`config.mk`:
```
export PLATFORM = sky130hd
export DESIGN_NAME = fetch_unit_flat
export DESIGN_NICKNAME = d
export VERILOG_FILES = /design/src/rtl/fetch_unit_pkg.sv /design/src/rtl/fetch_unit_if.sv /design/src/rtl/fetch_unit_npc_calc.sv /design/src/rtl/fetch_unit.sv /design/src/flat_wrapper.sv
export SDC_FILE = /design/constraint.sdc
export NUM_CORES = 1
export LEC_CHECK = 0
export ABC_AREA = 1
export CORE_UTILIZATION = 40
export DETAILED_ROUTE_END_ITERATION = 8
export GPL_TIMING_DRIVEN = 0
export PLACE_DENSITY_LB_ADDON = 0.05
export RECOVER_POWER = 50
export SLEW_MARGIN = 20
export SYNTH_ARGS = -nofsm -noshare
export SYNTH_HDL_FRONTEND = slang
export SYNTH_SLANG_ARGS = --single-unit
```
`constraint.sdc`:
```
create_clock -name clk -period 5.86 [get_ports clk]
set_clock_uncertainty 0.2 [all_clocks]
set_input_delay 1.758 -clock clk [delete_from_list [all_inputs] [get_ports clk]]
set_output_delay 1.758 -clock clk [all_outputs]
set_load 0.02 [all_outputs]
```
`src/rtl/fetch_unit_pkg.sv`:
```
// ============================================================================
// Module : fetch_unit_pkg
// Brief  : Opcode/funct constants and fetch state encoding for the fetch stage.
// Rev    : 1.0
// ============================================================================
`default_nettype none

package fetch_unit_pkg;

    localparam logic [5:0] OP_RTYPE = 6'b000000;
    localparam logic [5:0] OP_J     = 6'b000010;
    localparam logic [5:0] OP_JAL   = 6'b000011;
    localparam logic [5:0] FN_JR    = 6'b001000;

    typedef enum logic [1:0] {
        FETCH   = 2'd0,
        DECODE  = 2'd1,
        RESOLVE = 2'd2
    } fetch_state_e;

endpackage

`default_nettype wire

```
`src/rtl/fetch_unit_if.sv`:
```
// ============================================================================
// Module : fetch_unit_if
// Brief  : Instruction-memory read channel (req/ready handshake).
// Rev    : 1.0
// ============================================================================
`default_nettype none

interface fetch_unit_if #(
    parameter int PC_W = 32
);
    logic            imem_req;
    logic [PC_W-1:0] imem_addr;
    logic [31:0]     imem_rdata;
    logic            imem_ready;

    modport master (
        output imem_req,
        output imem_addr,
        input  imem_rdata,
        input  imem_ready
    );

    modport slave (
        input  imem_req,
        input  imem_addr,
        output imem_rdata,
        output imem_ready
    );
endinterface

`default_nettype wire

```
`src/rtl/fetch_unit_npc_calc.sv`:
```
// ============================================================================
// Module : npc_calc
// Brief  : Next-PC selection: jr > j/jal > taken branch > sequential.
// Rev    : 1.0
// ============================================================================
`default_nettype none

module npc_calc
    import fetch_unit_pkg::*;
#(
    parameter int PC_W = 32
) (
    input  logic [PC_W-1:0] pc_plus4,
    input  logic [31:0]     ir,
    input  logic            jump,
    input  logic            branch,
    input  logic [PC_W-1:0] jr_target,
    output logic [PC_W-1:0] npc,
    output logic            misalign
);

    logic            is_jr;
    logic [PC_W-1:0] br_off;

    assign is_jr  = jump && (ir[31:26] == OP_RTYPE);
    // Word offset, sign-extended and scaled to bytes.
    assign br_off = {{(PC_W-18){ir[15]}}, ir[15:0], 2'b00};

    always_comb begin
        npc      = pc_plus4;
        misalign = 1'b0;
        if (is_jr) begin
            npc      = {jr_target[PC_W-1:2], 2'b00};
            misalign = |jr_target[1:0];
        end else if (jump) begin
            npc = {pc_plus4[PC_W-1:28], ir[25:0], 2'b00};
        end else if (branch) begin
            npc = pc_plus4 + br_off;
        end
    end

endmodule

`default_nettype wire

```
`src/rtl/fetch_unit.sv`:
```
// ============================================================================
// Module : fetch_unit
// Brief  : PC sequencing and instruction fetch feeding the main controller.
// Rev    : 1.0
// ============================================================================
`default_nettype none

module fetch_unit
    import fetch_unit_pkg::*;
#(
    parameter int              PC_W     = 32,
    parameter logic [PC_W-1:0] RESET_PC = '0
) (
    input  logic            clk,
    input  logic            rst_n,
    fetch_unit_if.master    imem,
    input  logic            stall,
    input  logic            Jump,
    input  logic            Branch,
    input  logic [PC_W-1:0] jr_target,
    output logic [31:0]     instr,
    output logic [5:0]      op,
    output logic [5:0]      func,
    output logic [PC_W-1:0] pc_plus4,
    output logic            instr_valid,
    output logic            misalign
);

    fetch_state_e    state_q, state_d;
    logic [PC_W-1:0] pc_q, pc_d;
    logic [PC_W-1:0] pc_plus4_q, pc_plus4_d;
    logic [31:0]     ir_q, ir_d;
    logic            req_q, req_d;
    logic            instr_valid_q, instr_valid_d;
    logic            misalign_q, misalign_d;
    logic [PC_W-1:0] npc;
    logic            npc_misalign;

    npc_calc #(.PC_W(PC_W)) u_npc_calc (
        .pc_plus4  (pc_plus4_q),
        .ir        (ir_q),
        .jump      (Jump),
        .branch    (Branch),
        .jr_target (jr_target),
        .npc       (npc),
        .misalign  (npc_misalign)
    );

    always_comb begin
        state_d       = state_q;
        pc_d          = pc_q;
        pc_plus4_d    = pc_plus4_q;
        ir_d          = ir_q;
        instr_valid_d = 1'b0;
        misalign_d    = 1'b0;
        case (state_q)
            FETCH: begin
                // Request is registered, so the first cycle after reset
                // release never accepts a stray ready.
                if (req_q && imem.imem_ready) begin
                    ir_d          = imem.imem_rdata;
                    pc_plus4_d    = pc_q + PC_W'(4);
                    instr_valid_d = 1'b1;
                    state_d       = DECODE;
                end
            end
            DECODE: state_d = RESOLVE;
            RESOLVE: begin
                if (!stall) begin
                    pc_d       = npc;
                    misalign_d = npc_misalign;
                    state_d    = FETCH;
                end
            end
            default: state_d = FETCH;
        endcase
        req_d = (state_d == FETCH);
    end

    always_ff @(posedge clk or negedge rst_n) begin
        if (!rst_n) begin
            state_q       <= FETCH;
            pc_q          <= RESET_PC;
            pc_plus4_q    <= RESET_PC + PC_W'(4);
            ir_q          <= '0;
            req_q         <= 1'b0;
            instr_valid_q <= 1'b0;
            misalign_q    <= 1'b0;
        end else begin
            state_q       <= state_d;
            pc_q          <= pc_d;
            pc_plus4_q    <= pc_plus4_d;
            ir_q          <= ir_d;
            req_q         <= req_d;
            instr_valid_q <= instr_valid_d;
            misalign_q    <= misalign_d;
        end
    end

    assign imem.imem_req  = req_q;
    assign imem.imem_addr = pc_q;
    assign instr          = ir_q;
    assign op             = ir_q[31:26];
    assign func           = ir_q[5:0];
    assign pc_plus4       = pc_plus4_q;
    assign instr_valid    = instr_valid_q;
    assign misalign       = misalign_q;

endmodule

`default_nettype wire

```
`src/flat_wrapper.sv`:
```
// flat-port wrapper written by rule: the top's interface ports become plain ports
module fetch_unit_flat import fetch_unit_pkg::*;
#(
    parameter int              PC_W     = 32,
    parameter logic [PC_W-1:0] RESET_PC = '0
)
  (clk, rst_n, stall, Jump, Branch, jr_target, instr, op, func, pc_plus4, instr_valid, misalign, imem_imem_req, imem_imem_addr, imem_imem_rdata, imem_imem_ready);
  fetch_unit_if #(.PC_W(PC_W)) imem_i ();
  input  logic clk;
  input  logic rst_n;
  input  logic stall;
  input  logic Jump;
  input  logic Branch;
  input  logic [PC_W-1:0] jr_target;
  output logic [31:0] instr;
  output logic [5:0] op;
  output logic [5:0] func;
  output logic [PC_W-1:0] pc_plus4;
  output logic instr_valid;
  output logic misalign;
  output wire logic [$bits(imem_i.imem_req)-1:0] imem_imem_req;
  output wire logic [$bits(imem_i.imem_addr)-1:0] imem_imem_addr;
  input wire logic [$bits(imem_i.imem_rdata)-1:0] imem_imem_rdata;
  input wire logic [$bits(imem_i.imem_ready)-1:0] imem_imem_ready;
  assign imem_imem_req = imem_i.imem_req;
  assign imem_imem_addr = imem_i.imem_addr;
  assign imem_i.imem_rdata = imem_imem_rdata;
  assign imem_i.imem_ready = imem_imem_ready;
  fetch_unit #(.PC_W(PC_W), .RESET_PC(RESET_PC)) u_core (.clk(clk), .rst_n(rst_n), .imem(imem_i), .stall(stall), .Jump(Jump), .Branch(Branch), .jr_target(jr_target), .instr(instr), .op(op), .func(func), .pc_plus4(pc_plus4), .instr_valid(instr_valid), .misalign(misalign));
endmodule
```
==> reports/metrics.yaml, run 1 <==
clk_latency_ps: 360
synth_top_cell_by_area: "dfrtp_1"
grt_pass1_vias: 7374
grt_pass1_wl_mm: 41.6
antenna_found_initial: 0
busiest_layer: "met2"
drt_first_pass_iters: 5
vias: 7802
worst_hold_path_type: "flop to flop"
setup_violations: 0
ant_nets: 0
use_met1: 0.423
status: "complete, but fails checks"
p_int_mw: 2.71
multiInputGateArea_um2: 4100
worstMarginPinSlew_ps: 2950
avgSynthCellArea_um2: 6.64
end_kind: "async pin"
final_cells: 1525
cts_tree: "built"
dp_slack_ps: 1800
final_common_cell: "nand2_1"
drive_gt1_frac: 0.0471
relSlewSlack: -0.967
die_w_um: 137
worstPathCellList: "clkbuf_1"
nets: 1392
worst-path-buf-inv: 1
fin_crit_ps: 4240
syn_inst: 1100
synthTopCellsByArea: "dfrtp_1 (34%), nand2_1 (20%), o21ai_0 (5.9%)"
setup_slack_ps: 1620
peakVddDrop_v: 0.000342
yosysWarnings: 0
sw_frac_of_total: 0.511
critical-path-top-delay-family: "buffers and inverters"
clock_path_buffers: 2
cts_inserted_buffers: 9
cts-root-buf: "clkbuf_16"
cpPeakStageDelay_ps: 2040
grt_max_degree: 53
p_sw_mw: 2.84
comb_power_share: 0.617
finalPower_mw: 5.55
start_util: 0.408
max_clock_freq_mhz: 236
synth_edf_count: 0
cts_setup_buffers: 0
gp_congestion: 0.910
regArea_um2: 2530
cts_resized: 0
r2r_slack_ps: 2950
cp.required_ps: 5490
fin_crit_sh: 0.724
async_flop_share: 1.00
startpoint_type: "input port"
io_pins: 181
core_area_um2: 17900
cts_sinks: 101
dpl.hpwl_mm: 21.7
clkSlewWorstSetupHoldPaths_ps: 80
groute.layer.met2.usage: 0.469
row_count: 49
path_max_fanout: 50
final_hold_viol_count: 0
wirelength_mm: 27.0
powerDensity_nw_per_um2: 571
cp.arrival_ps: 3870
violations: "capacitance limit, slew limit"
drc: 0
grtUsageTotal: 0.300
die_h_um: 137
synth_seq_cells: 101
area_growth_syn_to_layout_pct: 33.2
drt_iter0_drc: 582
maxSlewViolCount: 50
layout_common_cells: "nand2_1 (393), clkdlybuf4s50_1 (152), inv_1 (113)"
placed_cells: 1509
seq_power_share: 0.264
netlist_area_um2: 7300
use_met3: 0.0604
worstSetupPathType: "input port to async pin"
drv_cap: 1
p_clk_frac: 0.119
diodes: 0
ys_types: 42
avgRoutedWirePerCell_um: 17.7
overflow: 0
fillerInstances: 1784
power_leakage_nw: 4.78
synth_nets: 1201
die-area_um2: 18800
cts_max_level: 3
synthFlopType: "dfrtp_1"
yosysSeqAreaShare: 0.346
slowest_stage: "clkbuf_1"
rsz0062_at_grt: "false"
synth_top_area_frac: 0.343
cts_hold_buf: 0
viasPerCell: 5.12
portBuffers: 179
-- final cells by class --
type | instances | share of cell area
inverters | 119 | 0.0459
clock inverters | 7 | 0.0108
multi-input cells | 832 | 0.421
clock buffers | 9 | 0.0231
repair buffers | 180 | 0.186
plain buffers | 48 | 0.0234
well taps | 229 | 0.0294
flip-flops and latches | 101 | 0.260
-- cell usage after synthesis, types with 12 or more instances --
| cell | number |
|---|---|
| xnor2_1 | 13 |
| clkbuf_1 | 30 |
| buf_4 | 12 |
| nand3_1 | 63 |
| nand2_1 | 393 |
| a21oi_1 | 73 |
| dfrtp_1 | 100 |
| o21ai_0 | 86 |
| nor2_1 | 72 |
| nand4_1 | 13 |
| ha_1 | 30 |
| xor2_1 | 16 |
| nor3_1 | 12 |
| inv_1 | 113 |
-- sequential cells by signal, summed over array words and instances, names as in the netlist --
register and cells:
u_core.instr 32, u_core.instr_valid 1, u_core.imem.imem_req 1, u_core.state_q 2, u_core.misalign 1, u_core.imem.imem_addr 32
u_core.pc_plus4 32
-- through the flow --
stage | instance area [µm²] | util | setup TNS (ps) | hold WS (ps)
global placement | 9380 | 0.524 | -115850 | 289
detailed placement | 9410 | 0.526 | 0 | 291
finish | 9730 | 0.544 | 0 | 306
CTS | 9740 | 0.544 | 0 | 313
global route | 9730 | 0.544 | 0 | 344
floorplan | 7300 | - | 0 | 301
-- layer usage --
metal | share of wire | vias up
li1 | - | 3914
met1 | 0.46 | 3592
met2 | 0.45 | 270
met3 | 0.074 | 26
met4 | 0.013 | 0
met5 | 0 | -
-- worst paths after layout --
| check | from | to | depth (start not counted) |
|---|---|---|---|
| hold / removal | u_core.imem.imem_addr[2]$_DFFE_PN0P_ | u_core.pc_plus4[2]$_DFFE_PN1P_ | 1 |
| min in group asynchronous | rst_n | u_core.pc_plus4[30]$_DFFE_PN0P_ | 1 |
| setup reg to reg | u_core.instr[15]$_DFFE_PN0P_ | u_core.imem.imem_addr[27]$_DFFE_PN0P_ | 12 |
| hold reg to reg | u_core.imem.imem_addr[2]$_DFFE_PN0P_ | u_core.pc_plus4[2]$_DFFE_PN1P_ | 1 |
| setup / recovery | rst_n | u_core.imem.imem_addr[12]$_DFFE_PN0P_ | 1 |
| max in group clk | u_core.instr[15]$_DFFE_PN0P_ | instr[15] | 1 |
-- power by group through the flow --
stage	clock (mW)	sequential, mW	combinational [mW]
after CTS	0.673	1.46	3.44
after floorplan	0	1.67	1.77
final	0.661	1.47	3.43
after detailed placement	0	1.47	3.42
after global routing	0.701	1.51	3.79
after global placement	0	1.47	3.40
-- kinds of logic after synthesis --
kind of cell | after synthesis | share of synthesized area
XOR/XNOR | 29 | 0.0348
AO/OA/AOI/OAI | 185 | 0.134
flip-flops | 101 | 0.346
adder cells (fa/ha/maj) | 31 | 0.0541
AND/OR/NAND/NOR | 587 | 0.338
buffers and inverters | 167 | 0.0928
Power figures use the tool's default switching activity.
==> run 2: changes to the inputs <==
==> constraint.sdc (replaced) <==
create_clock -name clk -period 4.3 [get_ports clk]
set_clock_uncertainty 0.2 [all_clocks]
set_input_delay 1.29 -clock clk [delete_from_list [all_inputs] [get_ports clk]]
set_output_delay 1.29 -clock clk [all_outputs]
set_load 0.02 [all_outputs]
==> run 2 against run 1 <==
Compared with the run above: the flow now finishes without violations; sequential cell count unchanged; die area unchanged; combinational power up 36%; first-iteration DRC count unchanged; final cell count unchanged; clock power up 36%; power up 36%; non-clock buffer count unchanged; count of clock-buffer cells in the layout unchanged; via count about the same; sequential share of layout area about the same; register-to-register slack worse by 1600 ps; critical path type is now flop to primary output; largest cell class unchanged.
==> reports/metrics.yaml, run 2 (synthesis gave the netlist of run 1 again) <==
worstPathCellList: "clkdlybuf4s50_1"
cts_hold_buf: 0
setup_tns_ps: 0
drc: 0
p_clk_frac: 0.119
grt_max_degree: 53
vias: 7798
power_leakage_nw: 4.78
start_util: 0.408
worstSetupPathType: "flop to primary output"
cts_max_level: 3
rsz0062_at_grt: "false"
end_kind: "primary output"
final_common_cell: "nand2_1"
layout_common_cells: "nand2_1 (393), clkdlybuf4s50_1 (150), inv_1 (113)"
cts_inserted_buffers: 9
cts_resized: 0
fin_crit_ps: 3400
worst_hold_path_type: "flop to flop"
drt_iter0_drc: 582
overflow: 0
portBuffers: 179
clkSlewWorstSetupHoldPaths_ps: 80
cp.arrival_ps: 1910
final_hold_viol_count: 0
cts_sinks: 101
die-area_um2: 18800
die_h_um: 137
multiInputGateArea_um2: 4100
io_pins: 181
ant_nets: 0
area_growth_syn_to_layout_pct: 33.0
r2r_slack_ps: 1390
maxSlewViolCount: 0
grt_pass1_vias: 7374
clock_path_buffers: 2
cts_setup_buffers: 0
wirelength_mm: 27.0
diodes: 0
cp.required_ps: 2810
dpl.hpwl_mm: 21.7
sw_frac_of_total: 0.511
cpPeakStageDelay_ps: 810
comb_power_share: 0.617
gp_congestion: 0.910
drt_first_pass_iters: 5
grt_pass1_wl_mm: 41.6
worstMarginPinSlew_ps: 1350
relSlewSlack: 0.0999
path_max_fanout: 17
seq_power_share: 0.264
fillerInstances: 1787
fin_crit_sh: 0.790
max_clock_freq_mhz: 294
peakVddDrop_v: 0.000466
p_int_mw: 3.69
cts_tree: "built"
grtUsageTotal: 0.300
status: "completed"
row_count: 49
viasPerCell: 5.11
avgRoutedWirePerCell_um: 17.7
p_sw_mw: 3.87
die_w_um: 137
regArea_um2: 2530
powerDensity_nw_per_um2: 778
antenna_found_initial: 0
critical-path-top-delay-family: "flip-flops"
slowest_stage: "dfrtp_1"
drv_cap: 0
drive_gt1_frac: 0.0478
setup_violations: 0
core_area_um2: 17900
worst-path-buf-inv: 1
clk_latency_ps: 360
startpoint_type: "flop"
finalPower_mw: 7.56
cts-root-buf: "clkbuf_16"
nets: 1392
run 2: changes by cell type in the layout (fill, tap and decap cells not counted):
cell	delta
clkdlybuf4s50_1	-2
clkbuf_2	+1
buf_6	+1
clkbuf_1	-1
dlygate4sd3_1	+2
buf_16	-1
run 2: final timing paths:
kind                                                       from                                    end  cells after the start
max in group asynchronous                                 rst_n            u_core.instr[0]$_DFFE_PN0P_                      2
min                        u_core.imem.imem_addr[2]$_DFFE_PN0P_         u_core.pc_plus4[2]$_DFFE_PN1P_                      1
max reg2reg                        u_core.instr[15]$_DFFE_PN0P_  u_core.imem.imem_addr[27]$_DFFE_PN0P_                     12
min in group asynchronous                                 rst_n        u_core.pc_plus4[30]$_DFFE_PN0P_                      1
min reg2reg                u_core.imem.imem_addr[2]$_DFFE_PN0P_         u_core.pc_plus4[2]$_DFFE_PN1P_                      1
max                                u_core.instr[15]$_DFFE_PN0P_                              instr[15]                      1
run 2: area by class of cell:
type / count / share of cell area
clock buffer: 9 / 0.0232
timing repair buffer: 180 / 0.185
sequential: 101 / 0.260
inverter: 119 / 0.0460
buffer: 48 / 0.0234
tap: 229 / 0.0295
clock inverter: 7 / 0.0108
multi-input combinational: 832 / 0.422
run 2: power by group through the flow:
| stage | registers, mW | clock network [mW] | logic, mW |
|---|---|---|---|
| 3_3_place_gp | 2.00 | 0 | 4.64 |
| 6_report | 2.00 | 0.901 | 4.66 |
| 3_5_place_dp | 2.00 | 0 | 4.66 |
| 5_1_grt | 2.06 | 0.956 | 5.16 |
| 2_1_floorplan | 2.27 | 0 | 2.41 |
| 4_1_cts | 1.99 | 0.918 | 4.69 |
run 2: per-layer routing:
metal | routed length [µm] | track usage | part of all wire
met5 | 0 | 0 | 0
met3 | 2040 | 0.0604 | 0.075
met4 | 352 | 0.0678 | 0.013
met1 | 12400 | 0.423 | 0.46
met2 | 12200 | 0.469 | 0.45
run 2: stage by stage:
| stage | std cells | utilization | setup slack, ps | cell area [µm²] | hold WS (ps) |
|---|---|---|---|---|---|
| after floorplan | 1100 | - | 1600 | 7300 | 301 |
| after global placement | 1508 | 0.524 | -2260 | 9380 | 289 |
| after detailed placement | 1509 | 0.526 | 709 | 9410 | 291 |
| after CTS | 1525 | 0.544 | 889 | 9740 | 313 |
| after global routing | 1525 | 0.543 | 824 | 9720 | 344 |
| final | 1525 | 0.543 | 901 | 9720 | 306 |
